<file path="src/rtl/fft_frame_pkg.sv">
// fft_frame_pkg: shared types and default sizes for the FFT frame sequencer.
//   bank_state_t  - lifecycle of one ping-pong frame bank
//   FRAME_LEN_DEF - default samples per frame
//   DATA_W_DEF    - default sample width
package fft_frame_pkg;

  localparam int unsigned FRAME_LEN_DEF = 256;
  localparam int unsigned DATA_W_DEF    = 16;

  typedef enum logic [1:0] {
    BANK_EMPTY,
    BANK_FILLING,
    BANK_FULL,
    BANK_PROC
  } bank_state_t;

endpackage

</file>
<file path="src/rtl/fft_frame_sequencer_if.sv">
// fft_frame_sequencer_if: all non-clock/reset signals of the frame sequencer.
//   Receiver side : enable, sample_valid, sample_data, rx_sync_error
//   Bank writes   : wr_en, wr_bank, wr_addr, wr_data
//   FFT engine    : fft_start, fft_bank, fft_busy, fft_done
//   Status        : frame_count, drop_count, overrun, overrun_clr
// Modports: master = sequencer, slave = surrounding system / bench.
interface fft_frame_sequencer_if #(
  parameter int unsigned ADDR_W = 8,
  parameter int unsigned DATA_W = fft_frame_pkg::DATA_W_DEF
);

  logic              enable;
  logic              sample_valid;
  logic [DATA_W-1:0] sample_data;
  logic              rx_sync_error;

  logic              wr_en;
  logic              wr_bank;
  logic [ADDR_W-1:0] wr_addr;
  logic [DATA_W-1:0] wr_data;

  logic              fft_start;
  logic              fft_bank;
  logic              fft_busy;
  logic              fft_done;

  logic [15:0]       frame_count;
  logic [15:0]       drop_count;
  logic              overrun;
  logic              overrun_clr;

  modport master (
    input  enable, sample_valid, sample_data, rx_sync_error, fft_done, overrun_clr,
    output wr_en, wr_bank, wr_addr, wr_data, fft_start, fft_bank, fft_busy,
    output frame_count, drop_count, overrun
  );

  modport slave (
    output enable, sample_valid, sample_data, rx_sync_error, fft_done, overrun_clr,
    input  wr_en, wr_bank, wr_addr, wr_data, fft_start, fft_bank, fft_busy,
    input  frame_count, drop_count, overrun
  );

endinterface

</file>
<file path="src/rtl/fft_sat_counter16.sv">
// fft_sat_counter16: 16-bit event counter that saturates at 0xFFFF.
//   clk, reset : clock, asynchronous active-high reset
//   inc        : count one event
//   clr        : synchronous clear, wins over a same-cycle inc
//   count      : current value
module fft_sat_counter16 (
  input  logic        clk,
  input  logic        reset,
  input  logic        inc,
  input  logic        clr,
  output logic [15:0] count
);

  logic [15:0] count_q, count_d;

  always_comb begin
    count_d = count_q;
    if (clr) begin
      count_d = '0;
    end else if (inc && (count_q != 16'hFFFF)) begin
      count_d = count_q + 16'd1;
    end
  end

  always_ff @(posedge clk or posedge reset) begin
    if (reset) begin
      count_q <= '0;
    end else begin
      count_q <= count_d;
    end
  end

  assign count = count_q;

endmodule

</file>
<file path="src/rtl/fft_frame_sequencer.sv">
// fft_frame_sequencer: ping-pong frame controller between the PCM1808 left-channel
// receiver and the FFT engine. Samples are written into the current fill bank; each
// completed bank is handed to the engine with a one-cycle fft_start and returned on
// fft_done. Samples arriving while the fill bank is still owned are dropped and counted.
//   clk, reset : clock, asynchronous active-high reset
//   bus        : fft_frame_sequencer_if.master (receiver, bank write, engine, status)
// Optional build macro FFT_SYNC_ABORT_EN: rx_sync_error blocks sample acceptance and
// its rising edge discards a partially filled bank. Without it rx_sync_error is ignored.
module fft_frame_sequencer
  import fft_frame_pkg::*;
#(
  parameter int unsigned FRAME_LEN = FRAME_LEN_DEF,
  parameter int unsigned ADDR_W    = $clog2(FRAME_LEN),
  parameter int unsigned DATA_W    = DATA_W_DEF
) (
  input logic                   clk,
  input logic                   reset,
  fft_frame_sequencer_if.master bus
);

  // Bank bookkeeping
  bank_state_t       bank_q [2];
  bank_state_t       bank_d [2];
  logic              fill_q, fill_d;
  logic [ADDR_W-1:0] addr_q, addr_d;

  // Engine ownership
  logic              eng_active_q, eng_active_d;
  logic              done_seen_q;
  logic              fft_start_q;
  logic              fft_bank_q, fft_bank_d;
  logic              fft_busy_q, fft_busy_d;
  logic [15:0]       frame_count_q;

  // Registered write port
  logic              wr_en_q;
  logic              wr_bank_q;
  logic [ADDR_W-1:0] wr_addr_q;
  logic [DATA_W-1:0] wr_data_q;

  logic              overrun_q, overrun_d;

  // Decoded per-cycle events
  logic              accept_en;
  logic              abort;
  logic              fill_free;
  logic              accept;
  logic              drop;
  logic              last;
  logic              done_ok;
  logic              full0, full1;
  logic              start;
  logic              start_bank;

`ifdef FFT_SYNC_ABORT_EN
  logic              sync_q;

  always_ff @(posedge clk or posedge reset) begin
    if (reset) begin
      sync_q <= 1'b0;
    end else begin
      sync_q <= bus.rx_sync_error;
    end
  end
`else
  logic              unused_sync_error;
  assign unused_sync_error = bus.rx_sync_error;
`endif

  always_comb begin
    accept_en = bus.enable;
    abort     = 1'b0;
`ifdef FFT_SYNC_ABORT_EN
    if (bus.rx_sync_error) begin
      accept_en = 1'b0;
    end
    abort = bus.rx_sync_error & ~sync_q;
`endif
    fill_free = (bank_q[fill_q] == BANK_EMPTY) || (bank_q[fill_q] == BANK_FILLING);
    accept    = bus.sample_valid & accept_en & fill_free;
    drop      = bus.sample_valid & accept_en & ~fill_free;
    last      = accept && (addr_q == ADDR_W'(FRAME_LEN - 1));

    // A done while nothing is owned by the engine is meaningless and ignored.
    done_ok    = bus.fft_done & eng_active_q;
    full0      = (bank_q[0] == BANK_FULL);
    full1      = (bank_q[1] == BANK_FULL);
    start_bank = ~full0;
    // A done frees the engine in the same cycle so a waiting bank starts at M+1;
    // blocking behind fft_start_q keeps consecutive starts at least 2 cycles apart.
    start      = (full0 | full1) & (~eng_active_q | done_ok) & ~fft_start_q;
  end

  // Bank state, fill pointer and address. Accept/discard touch only the fill bank,
  // done only the PROC bank and start only a FULL bank, so all may apply together.
  always_comb begin
    bank_d[0]    = bank_q[0];
    bank_d[1]    = bank_q[1];
    fill_d       = fill_q;
    addr_d       = addr_q;
    eng_active_d = eng_active_q;
    fft_bank_d   = fft_bank_q;

    if (accept) begin
      bank_d[fill_q] = last ? BANK_FULL : BANK_FILLING;
      addr_d         = addr_q + ADDR_W'(1);
      if (last) begin
        fill_d = ~fill_q;
      end
    end else if (~bus.enable | abort) begin
      // Partial frames are never handed to the engine.
      addr_d = '0;
      if (bank_q[fill_q] == BANK_FILLING) begin
        bank_d[fill_q] = BANK_EMPTY;
      end
    end

    if (done_ok) begin
      bank_d[fft_bank_q] = BANK_EMPTY;
      eng_active_d       = 1'b0;
    end

    if (start) begin
      bank_d[start_bank] = BANK_PROC;
      eng_active_d       = 1'b1;
      fft_bank_d         = start_bank;
    end
  end

  // Busy rises the cycle after fft_start and falls two cycles after a done, unless
  // a back-to-back start at M+1 re-asserts it first.
  always_comb begin
    fft_busy_d = fft_busy_q;
    if (fft_start_q) begin
      fft_busy_d = 1'b1;
    end else if (done_seen_q) begin
      fft_busy_d = 1'b0;
    end
  end

  // Clear outranks a same-cycle drop.
  always_comb begin
    overrun_d = overrun_q;
    if (bus.overrun_clr) begin
      overrun_d = 1'b0;
    end else if (drop) begin
      overrun_d = 1'b1;
    end
  end

  always_ff @(posedge clk or posedge reset) begin
    if (reset) begin
      bank_q[0]     <= BANK_EMPTY;
      bank_q[1]     <= BANK_EMPTY;
      fill_q        <= 1'b0;
      addr_q        <= '0;
      eng_active_q  <= 1'b0;
      done_seen_q   <= 1'b0;
      fft_start_q   <= 1'b0;
      fft_bank_q    <= 1'b0;
      fft_busy_q    <= 1'b0;
      frame_count_q <= '0;
      overrun_q     <= 1'b0;
      wr_en_q       <= 1'b0;
      wr_bank_q     <= 1'b0;
      wr_addr_q     <= '0;
      wr_data_q     <= '0;
    end else begin
      bank_q[0]     <= bank_d[0];
      bank_q[1]     <= bank_d[1];
      fill_q        <= fill_d;
      addr_q        <= addr_d;
      eng_active_q  <= eng_active_d;
      done_seen_q   <= done_ok;
      fft_start_q   <= start;
      fft_bank_q    <= fft_bank_d;
      fft_busy_q    <= fft_busy_d;
      frame_count_q <= frame_count_q + 16'(start);
      overrun_q     <= overrun_d;
      wr_en_q       <= accept;
      if (accept) begin
        wr_bank_q <= fill_q;
        wr_addr_q <= addr_q;
        wr_data_q <= bus.sample_data;
      end
    end
  end

  fft_sat_counter16 u_drop_count (
    .clk   (clk),
    .reset (reset),
    .inc   (drop),
    .clr   (bus.overrun_clr),
    .count (bus.drop_count)
  );

  assign bus.wr_en       = wr_en_q;
  assign bus.wr_bank     = wr_bank_q;
  assign bus.wr_addr     = wr_addr_q;
  assign bus.wr_data     = wr_data_q;
  assign bus.fft_start   = fft_start_q;
  assign bus.fft_bank    = fft_bank_q;
  assign bus.fft_busy    = fft_busy_q;
  assign bus.frame_count = frame_count_q;
  assign bus.overrun     = overrun_q;

endmodule
</file>
<file path="src/flat_wrapper.sv">
// flat-port wrapper written by rule: the top's interface ports become plain ports
module fft_frame_sequencer_flat import fft_frame_pkg::*;
#(
  parameter int unsigned FRAME_LEN = FRAME_LEN_DEF,
  parameter int unsigned ADDR_W    = $clog2(FRAME_LEN),
  parameter int unsigned DATA_W    = DATA_W_DEF
)
  (clk, reset, bus_enable, bus_sample_valid, bus_sample_data, bus_rx_sync_error, bus_fft_done, bus_overrun_clr, bus_wr_en, bus_wr_bank, bus_wr_addr, bus_wr_data, bus_fft_start, bus_fft_bank, bus_fft_busy, bus_frame_count, bus_drop_count, bus_overrun);
  fft_frame_sequencer_if #(.ADDR_W(ADDR_W), .DATA_W(DATA_W)) bus_i ();
  input logic clk;
  input logic reset;
  input wire logic [$bits(bus_i.enable)-1:0] bus_enable;
  input wire logic [$bits(bus_i.sample_valid)-1:0] bus_sample_valid;
  input wire logic [$bits(bus_i.sample_data)-1:0] bus_sample_data;
  input wire logic [$bits(bus_i.rx_sync_error)-1:0] bus_rx_sync_error;
  input wire logic [$bits(bus_i.fft_done)-1:0] bus_fft_done;
  input wire logic [$bits(bus_i.overrun_clr)-1:0] bus_overrun_clr;
  output wire logic [$bits(bus_i.wr_en)-1:0] bus_wr_en;
  output wire logic [$bits(bus_i.wr_bank)-1:0] bus_wr_bank;
  output wire logic [$bits(bus_i.wr_addr)-1:0] bus_wr_addr;
  output wire logic [$bits(bus_i.wr_data)-1:0] bus_wr_data;
  output wire logic [$bits(bus_i.fft_start)-1:0] bus_fft_start;
  output wire logic [$bits(bus_i.fft_bank)-1:0] bus_fft_bank;
  output wire logic [$bits(bus_i.fft_busy)-1:0] bus_fft_busy;
  output wire logic [$bits(bus_i.frame_count)-1:0] bus_frame_count;
  output wire logic [$bits(bus_i.drop_count)-1:0] bus_drop_count;
  output wire logic [$bits(bus_i.overrun)-1:0] bus_overrun;
  assign bus_i.enable = bus_enable;
  assign bus_i.sample_valid = bus_sample_valid;
  assign bus_i.sample_data = bus_sample_data;
  assign bus_i.rx_sync_error = bus_rx_sync_error;
  assign bus_i.fft_done = bus_fft_done;
  assign bus_i.overrun_clr = bus_overrun_clr;
  assign bus_wr_en = bus_i.wr_en;
  assign bus_wr_bank = bus_i.wr_bank;
  assign bus_wr_addr = bus_i.wr_addr;
  assign bus_wr_data = bus_i.wr_data;
  assign bus_fft_start = bus_i.fft_start;
  assign bus_fft_bank = bus_i.fft_bank;
  assign bus_fft_busy = bus_i.fft_busy;
  assign bus_frame_count = bus_i.frame_count;
  assign bus_drop_count = bus_i.drop_count;
  assign bus_overrun = bus_i.overrun;
  fft_frame_sequencer #(.FRAME_LEN(FRAME_LEN), .ADDR_W(ADDR_W), .DATA_W(DATA_W)) u_core (.clk(clk), .reset(reset), .bus(bus_i));
endmodule
</file>
<file path="config.mk">
export PLATFORM = sky130hd
export DESIGN_NAME = fft_frame_sequencer_flat
export DESIGN_NICKNAME = d
export VERILOG_FILES = /design/src/rtl/fft_frame_pkg.sv /design/src/rtl/fft_frame_sequencer_if.sv /design/src/rtl/fft_sat_counter16.sv /design/src/rtl/fft_frame_sequencer.sv /design/src/flat_wrapper.sv
export SDC_FILE = /design/constraint.sdc
export NUM_CORES = 1
export LEC_CHECK = 0
export ABC_AREA = 1
export CORE_UTILIZATION = 40
export DETAILED_ROUTE_END_ITERATION = 7
export PLACE_DENSITY = 0.66
export SYNTH_ARGS = -nofsm -noshare
export SYNTH_HDL_FRONTEND = slang
export SYNTH_HIERARCHICAL = 1
export SYNTH_SLANG_ARGS = --single-unit
</file>
<file path="constraint.sdc">
create_clock -name clk -period 2.4 [get_ports clk]
set_input_delay 0.24 -clock clk [delete_from_list [all_inputs] [get_ports clk]]
set_output_delay 0.24 -clock clk [all_outputs]
set_load 0.02 [all_outputs]
</file>
==> key figures <==
Yosys
  • Syn Area/Cell: 8.231 sq um
  • Synth warnings: 6
  • Netlist Area Pre-Place: 3712 sq um
  • Synth cell types: 32
  • Post-Synth Simple-Gate Area: 0.3121
  • Post-Synth Adder-Cell Area: 0.01348
  • Mux contribution to synthesized area: 0
  • Top cells by area, synth: dfrtp_1, nand2_1, inv_1
  • Sequential element share of the synthesized area: 0.5190
  • Synth Area in XOR/XNOR: 0.04247
  • Compound-gate portion of the synthesized area: 0.04786
  • Top-area cell type share of the netlist area: 0.5190
  • Post-Syn Nets: 478
  • Main combinational cell family by area after synthesis: simple AND/OR/NAND/NOR gates
  • Cell accounting for the most synthesized area: dfrtp_1
  • Flops & latches, synth: 77
  • Gate count of the mapped netlist: 451

Final layout
  • Fin area: 4898 sq um
  • Register area: 1927 sq um
  • Commonest non-fill, non-tap cell in the layout: nand2_1
  • Antenna Cells: 0
  • # fillers: 840
  • Finished Core Util: 0.5536
  • Area Growth Syn to Fin: 31.95%
  • Multi-input gate area: 1551 sq um
  • Most frequent cells in the layout: nand2_1, clkdlybuf4s50_1, dfrtp_1, inv_1, nor2_1
  • Ratio of cells with drive above 1 in the final layout: 0.07156
  • # nets final: 567

GRT
  • Largest net degree at the start of global routing: 41
  • Initial antenna violation count: 0
  • Grt total ovfl: 0
  • First-pass GRT wire length: 14300 um
  • Vias in the first global route: 3087
  • Global Route Usage Sum: 0.1844

Critical path
  • Crit Path Max Fanout: 4
  • Worst setup startpoint: u_core/bank_q[3]
  • Reg-to-reg startpoint: u_core/bank_q[3]
  • Startpoint type of the worst setup path: flop
  • Crit Path Class: reg -> reg
  • Critical Path AT: 2420 ps
  • Worst R2R Setup Slack: 210 ps
  • Crit path required time: 2630 ps
  • Reg-to-Reg End: u_core/bus.frame_count[13]
  • CP endpoint: u_core/bus.frame_count[13]
  • Reg2reg path depth: 10
  • Crit end category: flop

STA
  • Final setup fails: 0
  • Final WS setup: 211.1 ps
  • Setup TNS: 0 ps
  • Slew headroom: 0.5760
  • Final hold violation count: 0
  • Clock Skew: 10.54 ps
  • Min Tclk post-route: 2189 ps
  • Least-Margin Pin Slew: 635.4 ps
  • Period utilization: 0.9120
  • Max Clk Rate: 456.9 MHz
  • Final hold slack: 257.6 ps
  • RSZ-0062 raised after global routing: no
  • Pins over their slew limit: 0

CTS
  • H-tree lvl count: 3
  • # hold bufs at CTS: 0
  • Max clock buf depth: 2
  • Clock tree from TritonCTS: done
  • Clock sinks: 77
  • CTS root buffer: clkbuf_8
  • Number of buffers created by CTS: 9
  • Clock slew at reported path FFs: 90 ps
  • Worst-Skew Late Latency: 350 ps

Floorplan
  • Site row count: 34
  • Die H: 98.34 um
  • Die Wd: 98.34 um
  • I/O pin total: 85
  • Die Footprint: 9670 sq um
  • Total core area: 8848 sq um
  • Initial core utilization: 0.4195

Place
  • Post-Place Cell Area: 4659 sq um
  • I/O Buffers: 83
  • DP Wirelength: 6046 um
  • Pre-CTS worst setup slack: 93.76 ps
  • Routability cong.: 0.8480

Hold path
  • Worst hold path class: in -> async

Pwr
  • Psw: 1.477 mW
  • Leakage power: 2.354 nW
  • Worst IR drop on VDD: 455.5 uV
  • Clock group share of total power: 0.262
  • Pint: 2.822 mW
  • Part of the power in registers: 0.415
  • Switching Fraction: 0.3436
  • Comb pwr share: 0.323
  • Pwr Density: 877.5 nW/um^2

Routing
  • Initial DRC count: 115
  • Drt first pass iters: 6
  • DRC: 5
  • Via count: 3158
  • Wire per inst: 12.74 um
  • Via-to-Cell Ratio: 4.836
  • Total wire length: 8321 um
  • DRT antenna net count: 0

Status
  • Status: complete, but fails checks
  • Violated checks: design-rule violations

Job
  • Max_cap viols: 0
-- logic make-up (layout without fill, tap and decap cells) --
logic type / count (synthesis) / count (layout)
flip-flops: 77 / 77
AO/OA/AOI/OAI: 32 / 32
AND/OR/NAND/NOR: 263 / 263
XOR/XNOR: 18 / 18
buffers and inverters: 57 / 151
adder cells (fa/ha/maj): 4 / 4
-- metal layers --
metal  track usage  part of all wire  up-vias
li1              -                 -     1608
met5             0                 0        -
met1        0.2438              0.48     1465
met4       0.08381             0.020        0
met3       0.03078             0.041       12
met2        0.2979              0.46       73
-- power by group through the flow --
stage / registers, mW / logic [mW] / clock network [mW]
5_1_grt: 1.82 / 1.52 / 1.21
3_5_place_dp: 1.81 / 1.40 / 0
2_1_floorplan: 2.06 / 0.492 / 0
4_1_cts: 1.79 / 1.41 / 1.16
3_3_place_gp: 1.80 / 1.38 / 0
6_report: 1.78 / 1.39 / 1.12
-- per-stage QoR --
step           total power [mW]  cells
2_1_floorplan             2.556    451
3_3_place_gp              3.186    637
6_report                  4.298    653
3_5_place_dp              3.209    637
5_1_grt                   4.554    653
4_1_cts                   4.354    653
-- state kept, by name (all words and copies together) (netlist names), 4 cells and up --
name and flops:
u_core/bus.frame_count 16, u_core/bus.wr_data 16, u_core/bank_q 4, u_core/u_drop_count/count 16
u_core/bus.wr_addr 8, u_core/addr_q 8
-- what timing repair did --
item,4_1_cts,5_1_grt
gates resized for setup,0,2
buffers inserted,0,0
endpoints found under the setup margin,0,2
-- synthesized netlist by cell type (all sizes together) --
cell type,instances
or2,2
o31ai,2
nor3,5
inv,47
dfrtp,77
nor2,39
xor2,9
a21oi,4
o211ai,1
nand4,14
buf,9
xnor2,9
clkinv,1
o22ai,3
ha,4
o21ai,22
nand2,170
nand3,30
nand3b,3
-- final cells by class --
class                   count  share of cell area
flip-flops and latches     77              0.3934
multi-input cells         317              0.3167
repair buffers             87              0.1783
inverters                  48             0.03678
clock buffers              10             0.02810
well taps                 108             0.02759
clock inverters             6             0.01916
-- worst min path at each step --
| stage | slack [ps] | to | startpoint | depth (start not counted) |
|---|---|---|---|---|
| final | 260 | u_core/bus.wr_en | reset | 2 |
| after global routing | 300 | u_core/bus.frame_count[7] | reset | 2 |
| after CTS | 270 | u_core/bus.wr_data[2] | reset | 2 |
| after detailed placement | 440 | u_core/bus.fft_busy | u_core/done_seen_q | 1 |
| after global placement | 410 | u_core/bus.fft_busy | u_core/done_seen_q | 1 |
| after floorplan | 150 | u_core/u_drop_count/count[0] | reset | 1 |
-- critical path, cell delays in order (launching register included) --
cell	delay, ps
dfrtp_1	400
inv_1	70
or2_1	230
o21ai_1	90
nand3_1	120
inv_1	130
ha_1	190
nand3_1	170
nor3_1	380
nand3_1	150
xnor2_1	150
Note: power is estimated with default switching activity, not from simulation.
